--- config.mk ---
export PLATFORM = sky130hd
export DESIGN_NAME = muldiv_unit
export DESIGN_NICKNAME = d
export VERILOG_FILES = /design/src/rtl/muldiv_pkg.sv /design/src/rtl/muldiv_special_detect.sv /design/src/rtl/muldiv_unit.sv
export SDC_FILE = /design/constraint.sdc
export NUM_CORES = 1
export LEC_CHECK = 0
export CAP_MARGIN = 20
export CORE_UTILIZATION = 25
export CTS_CLUSTER_SIZE = 16
export DETAILED_ROUTE_END_ITERATION = 8
export HOLD_SLACK_MARGIN = 0.15
export PLACE_DENSITY = 0.45
export SETUP_SLACK_MARGIN = 0.2
export SLEW_MARGIN = 30
export SYNTH_ARGS = -nofsm -noshare
export SYNTH_HDL_FRONTEND = slang
export SYNTH_SLANG_ARGS = --single-unit
--- constraint.sdc ---
create_clock -name clk -period 10.1 [get_ports clk]
set_input_delay 1.515 -clock clk [delete_from_list [all_inputs] [get_ports clk]]
set_output_delay 1.515 -clock clk [all_outputs]
set_load 0.005 [all_outputs]
--- src/rtl/muldiv_pkg.sv ---
// Shared types, operator codes and operator decode for the iterative multiply/divide unit.
// The operator codes mirror the ALU operator numbering used by the execute stage.
package muldiv_pkg;

    localparam int ALU_OPERATOR_MUL   = 20;
    localparam int ALU_OPERATOR_MULH  = 21;
    localparam int ALU_OPERATOR_MULU  = 22;
    localparam int ALU_OPERATOR_MULHU = 23;
    localparam int ALU_OPERATOR_DIV   = 24;
    localparam int ALU_OPERATOR_DIVU  = 25;
    localparam int ALU_OPERATOR_REM   = 26;
    localparam int ALU_OPERATOR_REMU  = 27;

    typedef enum logic [1:0] {IDLE, CALC, DONE} state_t;

    typedef enum logic [2:0] {
        MUL_LO, MUL_HI_S, MUL_HI_U, DIV_S, DIV_U, REM_S, REM_U, ILLEGAL
    } op_class_t;

    function automatic op_class_t decode_op(input logic [31:0] op);
        op_class_t c;
        case (op)
            ALU_OPERATOR_MUL, ALU_OPERATOR_MULU: c = MUL_LO;
            ALU_OPERATOR_MULH:                   c = MUL_HI_S;
            ALU_OPERATOR_MULHU:                  c = MUL_HI_U;
            ALU_OPERATOR_DIV:                    c = DIV_S;
            ALU_OPERATOR_DIVU:                   c = DIV_U;
            ALU_OPERATOR_REM:                    c = REM_S;
            ALU_OPERATOR_REMU:                   c = REM_U;
            default:                             c = ILLEGAL;
        endcase
        return c;
    endfunction

endpackage

--- src/rtl/muldiv_special_detect.sv ---
// Flags requests whose result is known without iterating: divide by zero,
// signed divide overflow and unsupported operators.
module muldiv_special_detect
    import muldiv_pkg::*;
#(
    parameter int XLEN = 32
) (
    input  op_class_t       op_class_i,
    input  logic [XLEN-1:0] operand1_i,
    input  logic [XLEN-1:0] operand2_i,
    output logic            is_special_o,
    output logic [XLEN-1:0] special_result_o
);

    logic div_zero;
    logic div_ovf;

    assign div_zero = (operand2_i == '0);
    assign div_ovf  = (operand1_i == {1'b1, {(XLEN-1){1'b0}}}) && (operand2_i == '1);

    always_comb begin
        is_special_o     = 1'b0;
        special_result_o = '0;
        case (op_class_i)
            DIV_S: begin
                if (div_zero) begin
                    is_special_o     = 1'b1;
                    special_result_o = '1;
                end else if (div_ovf) begin
                    is_special_o     = 1'b1;
                    special_result_o = operand1_i;
                end
            end
            DIV_U: begin
                if (div_zero) begin
                    is_special_o     = 1'b1;
                    special_result_o = '1;
                end
            end
            REM_S: begin
                if (div_zero) begin
                    is_special_o     = 1'b1;
                    special_result_o = operand1_i;
                end else if (div_ovf) begin
                    is_special_o     = 1'b1;
                    special_result_o = '0;
                end
            end
            REM_U: begin
                if (div_zero) begin
                    is_special_o     = 1'b1;
                    special_result_o = operand1_i;
                end
            end
            ILLEGAL: is_special_o = 1'b1;
            default: ;
        endcase
    end

endmodule

--- src/rtl/muldiv_unit.sv ---
// Radix-2 iterative multiply/divide unit: shift-add multiply, restoring divide,
// sign handled as magnitudes plus a final negation on the last iteration edge.
module muldiv_unit
    import muldiv_pkg::*;
#(
    parameter int XLEN     = 32,
    parameter int OP_WIDTH = 5
) (
    input  logic                clk,
    input  logic                rst,
    input  logic                flush,
    input  logic                in_valid,
    output logic                in_ready,
    input  logic [OP_WIDTH-1:0] operator,
    input  logic [XLEN-1:0]     operand1,
    input  logic [XLEN-1:0]     operand2,
    output logic                out_valid,
    input  logic                out_ready,
    output logic [XLEN-1:0]     result,
    output logic                result_is_zero,
    output logic                out_illegal
);

    localparam int CW = $clog2(XLEN + 1);
    localparam int AW = 2 * XLEN + 1;

    state_t          state_q, state_d;
    logic [CW-1:0]   cnt_q, cnt_d;
    logic [AW-1:0]   acc_q, acc_d;
    logic [XLEN-1:0] opnd_q, opnd_d;
    op_class_t       class_q, class_d;
    logic            spec_q, spec_d;
    logic            neg_q, neg_d;
    logic [XLEN-1:0] result_q, result_d;
    logic            zero_q, zero_d;
    logic            illegal_q, illegal_d;

    op_class_t       in_class;
    logic            in_special;
    logic [XLEN-1:0] in_special_res;
    logic            s1, s2, signed_op;
    logic [XLEN-1:0] mag1, mag2;

    assign in_class  = decode_op(32'(operator));
    assign s1        = operand1[XLEN-1];
    assign s2        = operand2[XLEN-1];
    assign signed_op = (in_class == MUL_HI_S) || (in_class == DIV_S) || (in_class == REM_S);
    assign mag1      = (signed_op && s1) ? -operand1 : operand1;
    assign mag2      = (signed_op && s2) ? -operand2 : operand2;

    muldiv_special_detect #(.XLEN(XLEN)) u_special (
        .op_class_i       (in_class),
        .operand1_i       (operand1),
        .operand2_i       (operand2),
        .is_special_o     (in_special),
        .special_result_o (in_special_res)
    );

    // acc holds {high/remainder, low/quotient}; opnd_q is the multiplicand or divisor,
    // or the precomputed answer when the request took the special path.
    logic            is_div_q;
    logic [XLEN:0]   mul_sum, div_trial;
    logic [AW-1:0]   div_shift, step;

    assign is_div_q = (class_q == DIV_S) || (class_q == DIV_U) ||
                      (class_q == REM_S) || (class_q == REM_U);

    always_comb begin
        mul_sum   = acc_q[AW-1:XLEN] + (acc_q[0] ? {1'b0, opnd_q} : '0);
        div_shift = acc_q << 1;
        div_trial = div_shift[AW-1:XLEN] - {1'b0, opnd_q};
        if (!is_div_q)
            step = {1'b0, mul_sum, acc_q[XLEN-1:1]};
        else if (!div_trial[XLEN])
            step = {div_trial, div_shift[XLEN-1:1], 1'b1};
        else
            step = div_shift;
    end

    logic [2*XLEN-1:0] prod_fix;
    logic [XLEN-1:0]   lo, hi, fixed, final_res;

    always_comb begin
        lo       = step[XLEN-1:0];
        hi       = step[2*XLEN-1:XLEN];
        prod_fix = neg_q ? -step[2*XLEN-1:0] : step[2*XLEN-1:0];
        case (class_q)
            MUL_LO:       fixed = lo;
            MUL_HI_S:     fixed = prod_fix[2*XLEN-1:XLEN];
            MUL_HI_U:     fixed = hi;
            DIV_S, DIV_U: fixed = neg_q ? -lo : lo;
            REM_S, REM_U: fixed = neg_q ? -hi : hi;
            default:      fixed = '0;
        endcase
        final_res = spec_q ? opnd_q : fixed;
    end

    always_comb begin
        state_d   = state_q;
        cnt_d     = cnt_q;
        acc_d     = acc_q;
        opnd_d    = opnd_q;
        class_d   = class_q;
        spec_d    = spec_q;
        neg_d     = neg_q;
        result_d  = result_q;
        zero_d    = zero_q;
        illegal_d = illegal_q;
        if (flush) begin
            state_d = IDLE;
        end else begin
            case (state_q)
                IDLE: begin
                    if (in_valid) begin
                        state_d = CALC;
                        class_d = in_class;
                        spec_d  = in_special;
                        // Special cases take a single pass through CALC so all requests
                        // see the same accept-to-valid structure.
                        cnt_d   = in_special ? CW'(1) : CW'(XLEN);
                        acc_d   = {{(XLEN+1){1'b0}}, mag1};
                        opnd_d  = in_special ? in_special_res : mag2;
                        case (in_class)
                            MUL_HI_S, DIV_S: neg_d = s1 ^ s2;
                            REM_S:           neg_d = s1;
                            default:         neg_d = 1'b0;
                        endcase
                    end
                end
                CALC: begin
                    cnt_d = cnt_q - 1'b1;
                    acc_d = step;
                    if (cnt_q == CW'(1)) begin
                        state_d   = DONE;
                        result_d  = final_res;
                        zero_d    = (final_res == '0);
                        illegal_d = (class_q == ILLEGAL);
                    end
                end
                DONE: begin
                    if (out_ready) state_d = IDLE;
                end
                default: state_d = IDLE;
            endcase
        end
    end

    always_ff @(posedge clk or posedge rst) begin
        if (rst) begin
            state_q   <= IDLE;
            cnt_q     <= '0;
            acc_q     <= '0;
            opnd_q    <= '0;
            class_q   <= MUL_LO;
            spec_q    <= 1'b0;
            neg_q     <= 1'b0;
            result_q  <= '0;
            zero_q    <= 1'b0;
            illegal_q <= 1'b0;
        end else begin
            state_q   <= state_d;
            cnt_q     <= cnt_d;
            acc_q     <= acc_d;
            opnd_q    <= opnd_d;
            class_q   <= class_d;
            spec_q    <= spec_d;
            neg_q     <= neg_d;
            result_q  <= result_d;
            zero_q    <= zero_d;
            illegal_q <= illegal_d;
        end
    end

    assign in_ready       = (state_q == IDLE);
    assign out_valid      = (state_q == DONE);
    assign result         = result_q;
    assign result_is_zero = zero_q;
    assign out_illegal    = illegal_q;

endmodule

==> flow_metrics.env, run 1 <==
export IMPL_ys_types=91
export IMPL_drive_gt1_frac=0.06425
export IMPL_synth_main_ff_cell="dfrtp_1"
export IMPL_htree_levels=4
export IMPL_required_ps=10520
export IMPL_fin_crit_sh=0.9373
export IMPL_reg2reg_from="acc_q[31]"
export IMPL_yosysWarnings=0
export IMPL_status="complete, no violations"
export IMPL_maxCapViolCount=0
export IMPL_hold_slack_ps=464.5
export IMPL_setup_violations_final=0
export IMPL_dieArea_sq_um=70390
export IMPL_fp_coreArea_sq_um=68590
export IMPL_fmax_mhz=105.6
export IMPL_grt_max_degree=83
export IMPL_final_hold_violation_count=0
export IMPL_grt_total_usage=0.2606
export IMPL_min_to="result[16]"
export IMPL_crit_slowest_cell="a2111oi_4"
export IMPL_die_h_um=265.3
export IMPL_path_common_cell="nor2_1"
export IMPL_cts_made_buffers=17
export IMPL_r2r_slack_ps=630
export IMPL_syn_nets=2579
export IMPL_layout_common_cells="nand2_1, a21oi_1, o21ai_0"
export IMPL_io_pins=110
export IMPL_initial_core_util=0.2527
export IMPL_clk_latency_ps=500
export IMPL_post_route_min_period_ps=9467
export IMPL_ys_seq_elements=144
export IMPL_die_w_um=265.3
export IMPL_cts_repair_resize_count=0
export IMPL_tightest_slew_ps=1069
export IMPL_hold_start="result[16]"
export IMPL_start_kind="flop"
export IMPL_drc=0
export IMPL_hold_path_class="reg -> reg"
export IMPL_cts_sinks=144
export IMPL_crit_arrival_ps=9890
export IMPL_cts_setup_buffers=0
export IMPL_p_leak_uw=0.007760
export IMPL_rsz0062_at_grt="false"
export IMPL_synth_seq_area_share=0.2079
export IMPL_antenna_found_initial=6
export IMPL_place_area_sq_um=19420
export IMPL_syn_area_per_cell_sq_um=7.139
export IMPL_cp_end_kind="flop"
export IMPL_finalPower_uw=7475
export IMPL_num_rows=96
export IMPL_tritoncts="done"
export IMPL_slowest_delay_ps=810
export IMPL_ant_nets=0
export IMPL_synthArstFlopShare=1.000
export IMPL_routed_wirelength_mm=92.90
export IMPL_final_util=0.2916
export IMPL_synth_area_sq_um=17330
export IMPL_drv_slew=0
export IMPL_path_buf_inv=1
export IMPL_grt_pass1_vias=18930
export IMPL_rr_worst_depth=30
export IMPL_synth_edf_count=0
export IMPL_vias_per_cell=5.892
export IMPL_skew_ps=17.60
export IMPL_p_per_area_nw_per_um2=373.7
export IMPL_clock_root_buffer="clkbuf_16"
export IMPL_tns_ps=0
export IMPL_clock_path_buffers=2
export IMPL_critPathMaxFanout=11
export IMPL_area_delta_synth_final_pct=15.40
export IMPL_gp_congestion=1.001
export IMPL_grt_overflow=0
export IMPL_portBuffers=109
export IMPL_hold_path_cell_count=2
export IMPL_cts_hold_buffers=0
export IMPL_critPathTopFamily="compound AO/OA/AOI/OAI gates"
export IMPL_final_common_cell="nand2_1"
export IMPL_num_vias=19990
export IMPL_hpwl_mm=72.28
export IMPL_drtIter0Drc=2070
export IMPL_path_clk_slew_ps=70
export IMPL_slew_headroom=0.2876
export IMPL_grt_pass1_wl_mm=134.8
export IMPL_syn_instance_count=2428
export IMPL_ir_worst_vdd_v=0.0001527
export IMPL_rr_endpoint="result_is_zero"
export IMPL_wl_per_cell_um=27.39
export IMPL_final_nets=2597
export IMPL_firstDrtPassIters=6
export IMPL_crit_type="reg -> reg"
export IMPL_final_area_sq_um=20000
-- metrics by stage --
stage	std cells	worst slack, ps
6_report	3392	632.8
5_1_grt	3390	225.8
4_1_cts	3390	823.5
3_5_place_dp	3358	931.9
3_3_place_gp	3358	788.0
2_1_floorplan	2428	2644
-- routing by layer --
layer | vias up | GRT usage | routed length, um
met2 | 861 | 0.4094 | 41460
met3 | 153 | 0.03805 | 6119
met1 | 9867 | 0.3542 | 41270
met4 | 2 | 0.1105 | 4028
met5 | - | 0 | 13
li1 | 9103 | - | -
-- registers in the layout (all words and copies together), names as in the netlist --
signal	cells
acc_q	65
opnd_q	32
result	32
cnt_q	6
class_q	3
state_q	2
neg_q	1
out_illegal	1
result_is_zero	1
spec_q	1
-- kinds of logic (layout without fill, tap and decap cells) --
kind of cell               after synthesis  in the layout  synth area share
AOI/OAI and AO/OA                      880            880            0.3331
xor gates and xnor gates               108            108           0.05457
adders and majority gates               77             77           0.05645
buffers and inverters                  228            259           0.05103
DFF                                    144            144            0.2079
muxes                                   57             57           0.03349
other                                    0              2                 0
and+or+nand+nor                        934            934            0.2635
-- worst register-to-register path, delay by kind of cell, from the launching register on --
kind | cells | cell delay [ps]
buffers and inverters | 1 | 90
DFF | 1 | 560
AOI/OAI and AO/OA | 16 | 5050
muxes | 1 | 670
adders and majority gates | 4 | 1420
and+or+nand+nor | 8 | 1600
-- area by class of cell --
cell class | instances | area [sq um]
Multi-Input combinational cell | 2056 | 12910
Clock inverter | 14 | 132.6
Clock buffer | 18 | 429.2
Antenna cell | 2 | 5.005
Fill cell | 7552 | 48580
Sequential cell | 144 | 3605
Timing Repair Buffer | 165 | 1515
Inverter | 62 | 240.2
Tap cell | 931 | 1165
-- how the worst max path moves through the flow --
stage | startpoint | endpoint | slack [ps] | cells past startpoint
after floorplan | acc_q[31] | result_is_zero | 2640 | 35
after global placement | acc_q[31] | result_is_zero | 790 | 30
after detailed placement | acc_q[31] | result_is_zero | 930 | 30
after CTS | acc_q[31] | result_is_zero | 820 | 30
after global routing | acc_q[31] | result_is_zero | 230 | 30
final | acc_q[31] | result_is_zero | 630 | 30
-- Yosys cell counts (9+ instances only) --
library cell / count / area [sq um]
inv_1: 61 / 229.0
a221oi_1: 18 / 157.7
a31o_2: 10 / 87.58
nand4_1: 48 / 300.3
a21oi_1: 225 / 1126
nor4_1: 29 / 181.4
a22o_1: 20 / 175.2
a211oi_1: 32 / 240.2
nor2b_1: 19 / 118.9
buf_2: 17 / 85.08
o31ai_1: 32 / 240.2
mux2i_1: 49 / 490.5
a211o_1: 15 / 131.4
a21o_1: 30 / 225.2
nand2_1: 316 / 1186
xnor2_1: 63 / 551.8
o21ai_1: 22 / 110.1
a31oi_1: 22 / 137.6
o22ai_1: 17 / 106.4
or4_1: 16 / 120.1
clkbuf_1: 141 / 529.3
and2_1: 49 / 306.5
o2111ai_1: 10 / 87.58
nor2_1: 203 / 762.0
nand2b_1: 28 / 175.2
or2_2: 16 / 100.1
a22oi_1: 12 / 90.09
xor2_1: 45 / 394.1
o211ai_1: 21 / 157.7
nand3_1: 58 / 290.3
nor3_1: 62 / 310.3
a2111o_1: 9 / 101.4
or3_1: 25 / 156.4
o221ai_1: 26 / 227.7
dfrtp_1: 144 / 3603
ha_1: 75 / 938.4
and3_1: 17 / 106.4
o21a_1: 33 / 247.7
o21ai_0: 216 / 1081
-- power by group --
part	switching (uW)	total, uW	internal [uW]	leakage [uW]
logic	3810	5680	1870	0.00564
clock network	309	651	341	0.000268
registers	357	1150	791	0.00186
total	4480	7470	3000	0.00776
Power figures use the tool's default switching activity.
==> run 2, diff against run 1 <==
--- a/config.mk
+++ b/config.mk
@@ -10,6 +10,7 @@
 export CTS_CLUSTER_SIZE = 16
 export DETAILED_ROUTE_END_ITERATION = 8
 export HOLD_SLACK_MARGIN = 0.15
+export MAX_ROUTING_LAYER = met4
 export PLACE_DENSITY = 0.45
 export SETUP_SLACK_MARGIN = 0.2
 export SLEW_MARGIN = 30
==> run 2 against run 1 <==
Compared with the run above: clock skew rose by 0.66 ps; first-iteration DRC count fell by 1.8%; setup slack improved by 130 ps; design area rose by 0.20%; clock power rose by 6.6%; sequential power barely moved; worst hold slack improved by 17 ps; flip-flop and latch count did not move; die area did not move; critical path type unchanged.
==> flow_metrics.env, run 2 (synthesized netlist as in run 1, its figures left out) <==
export IMPL_clock_path_buffers=2
export IMPL_r2r_slack_ps=760
export IMPL_antenna_found_initial=2
export IMPL_cts_hold_buffers=0
export IMPL_portBuffers=109
export IMPL_setup_violations_final=0
export IMPL_reg2reg_from="acc_q[31]"
export IMPL_crit_arrival_ps=9750
export IMPL_p_clk_frac=0.093
export IMPL_hold_path_class="reg -> reg"
export IMPL_maxCapViolCount=0
export IMPL_hold_start="out_illegal"
export IMPL_p_sw_frac=0.5959
export IMPL_comb_power_share=0.754
export IMPL_largest_register_ffs=65
export IMPL_layout_common_cells="nand2_1, a21oi_1, o21ai_0"
export IMPL_setup_ws_ps=764.0
export IMPL_clk_latency_ps=500
export IMPL_power_switching_uw=4457
export IMPL_tritoncts="done"
export IMPL_num_rows=96
export IMPL_wl_per_cell_um=27.14
export IMPL_fp_coreArea_sq_um=68590
export IMPL_pwr_share_seq=0.153
export IMPL_grt_overflow=0
export IMPL_drc=0
export IMPL_die_h_um=265.3
export IMPL_tns_ps=0
export IMPL_drv_slew=0
export IMPL_dieArea_sq_um=70390
export IMPL_critPathMaxFanout=12
export IMPL_regArea_sq_um=3605
export IMPL_final_common_cell="nand2_1"
export IMPL_rr_endpoint="result_is_zero"
export IMPL_path_clk_slew_ps=80
export IMPL_crit_type="reg -> reg"
export IMPL_ir_worst_vdd_v=0.0001732
export IMPL_fmax_mhz=107.1
export IMPL_rsz0062_at_grt="false"
export IMPL_slew_headroom=0.2705
export IMPL_power_internal_uw=3023
export IMPL_multiInputGateArea_sq_um=12920
export IMPL_slowest_delay_ps=780
export IMPL_cts_setup_buffers=0
export IMPL_fin_crit_sh=0.9244
export IMPL_hpwl_mm=71.76
export IMPL_initial_core_util=0.2527
export IMPL_cts_repair_resize_count=0
export IMPL_clock_root_buffer="clkbuf_16"
export IMPL_cts_sinks=144
export IMPL_grt_total_usage=0.2643
export IMPL_fill_cells=7561
export IMPL_start_kind="flop"
export IMPL_p_per_area_nw_per_um2=373.2
export IMPL_grt_max_degree=97
export IMPL_hold_path_cell_count=2
export IMPL_gp_congestion=1.044
export IMPL_htree_levels=4
export IMPL_vias_per_cell=5.963
export IMPL_final_nets=2596
export IMPL_io_pins=110
export IMPL_grt_pass1_wl_mm=133.0
export IMPL_num_vias=20230
export IMPL_skew_ps=18.25
export IMPL_tightest_slew_ps=1083
export IMPL_dp_slack_ps=944.0
export IMPL_path_common_cell="nor2_1"
export IMPL_drive_gt1_frac=0.06428
export IMPL_final_hold_violation_count=0
export IMPL_routed_wirelength_mm=92.06
export IMPL_die_w_um=265.3
export IMPL_post_route_min_period_ps=9336
export IMPL_status="complete, no violations"
export IMPL_cp_end_kind="flop"
export IMPL_min_to="out_illegal"
export IMPL_p_leak_uw=0.007780
export IMPL_cts_made_buffers=17
export IMPL_required_ps=10520
export IMPL_crit_slowest_cell="a2111oi_4"
export IMPL_firstDrtPassIters=6
export IMPL_drtIter0Drc=2032
export IMPL_ant_nets=0
export IMPL_area_delta_synth_final_pct=15.63
export IMPL_largest_register="acc_q"
export IMPL_grt_pass1_vias=18910
export IMPL_rr_worst_depth=30
==> run 2: changes by cell type in the layout (fill, tap and decap cells not counted), moves of 2 or more <==
cell | previous run | this run
a211oi_1 | 32 | 30
a211oi_2 | 0 | 2
clkbuf_8 | 0 | 2
clkinv_2 | 2 | 0
clkinvlp_4 | 3 | 1
==> run 2: worst max path at each step <==
stage | from | to | slack, ps | cells after the start
after global routing | acc_q[31] | result_is_zero | 320 | 30
after detailed placement | acc_q[31] | result_is_zero | 940 | 30
after global placement | acc_q[31] | result_is_zero | 970 | 30
after CTS | acc_q[31] | result_is_zero | 860 | 30
after floorplan | acc_q[31] | result_is_zero | 2640 | 35
final | acc_q[31] | result_is_zero | 760 | 30
==> run 2: per-layer routing <==
layer / share of wire / GRT usage / up-vias
met2: 0.45 / 0.4076 / 1031
met3: 0.071 / 0.04110 / 161
met5: 0 / - / -
met4: 0.036 / 0.09967 / 0
met1: 0.44 / 0.3465 / 9934
li1: - / - / 9100
==> run 2: cell type report <==
| type | count | share of cell area |
|---|---|---|
| Clock buffer | 20 | 0.02279 |
| Clock inverter | 12 | 0.007304 |
| Timing Repair Buffer | 164 | 0.07504 |
| Inverter | 62 | 0.01199 |
| Antenna cell | 3 | 0.0003746 |
| Sequential cell | 144 | 0.1798 |
| Multi-Input combinational cell | 2056 | 0.6445 |
| Tap cell | 931 | 0.05812 |
==> run 2: metrics by stage <==
step                hold slack [ps]  power [uW]    util  area [sq um]  cells
floorplan                     462.8        4527       -         17330   2428
global placement              460.6        6620  0.2832         19420   3357
detailed placement            470.0        6619  0.2833         19430   3357
CTS                           486.5        7344  0.2921         20040   3389
global route                  505.8        7891  0.2922         20040   3390
finish                        481.9        7480  0.2922         20040   3392
==> run 2: power by group through the flow <==
stage          logic (uW)  registers, uW  clock network [uW]
2_1_floorplan        3560            967                   0
3_3_place_gp         5480           1140                   0
3_5_place_dp         5480           1140                   0
4_1_cts              5500           1130                 708
5_1_grt              6000           1160                 730
6_report             5640           1150                 694
==> run 2: critical path: cells and delay by family (launching register included) <==
| kind | cells | cell delay [ps] |
|---|---|---|
| AO/OA/AOI/OAI | 16 | 4940 |
| AND/OR/NAND/NOR | 8 | 1570 |
| adder cells (fa/ha/maj) | 4 | 1430 |
| multiplexers | 1 | 620 |
| flip-flops | 1 | 580 |
| buffers and inverters | 1 | 90 |
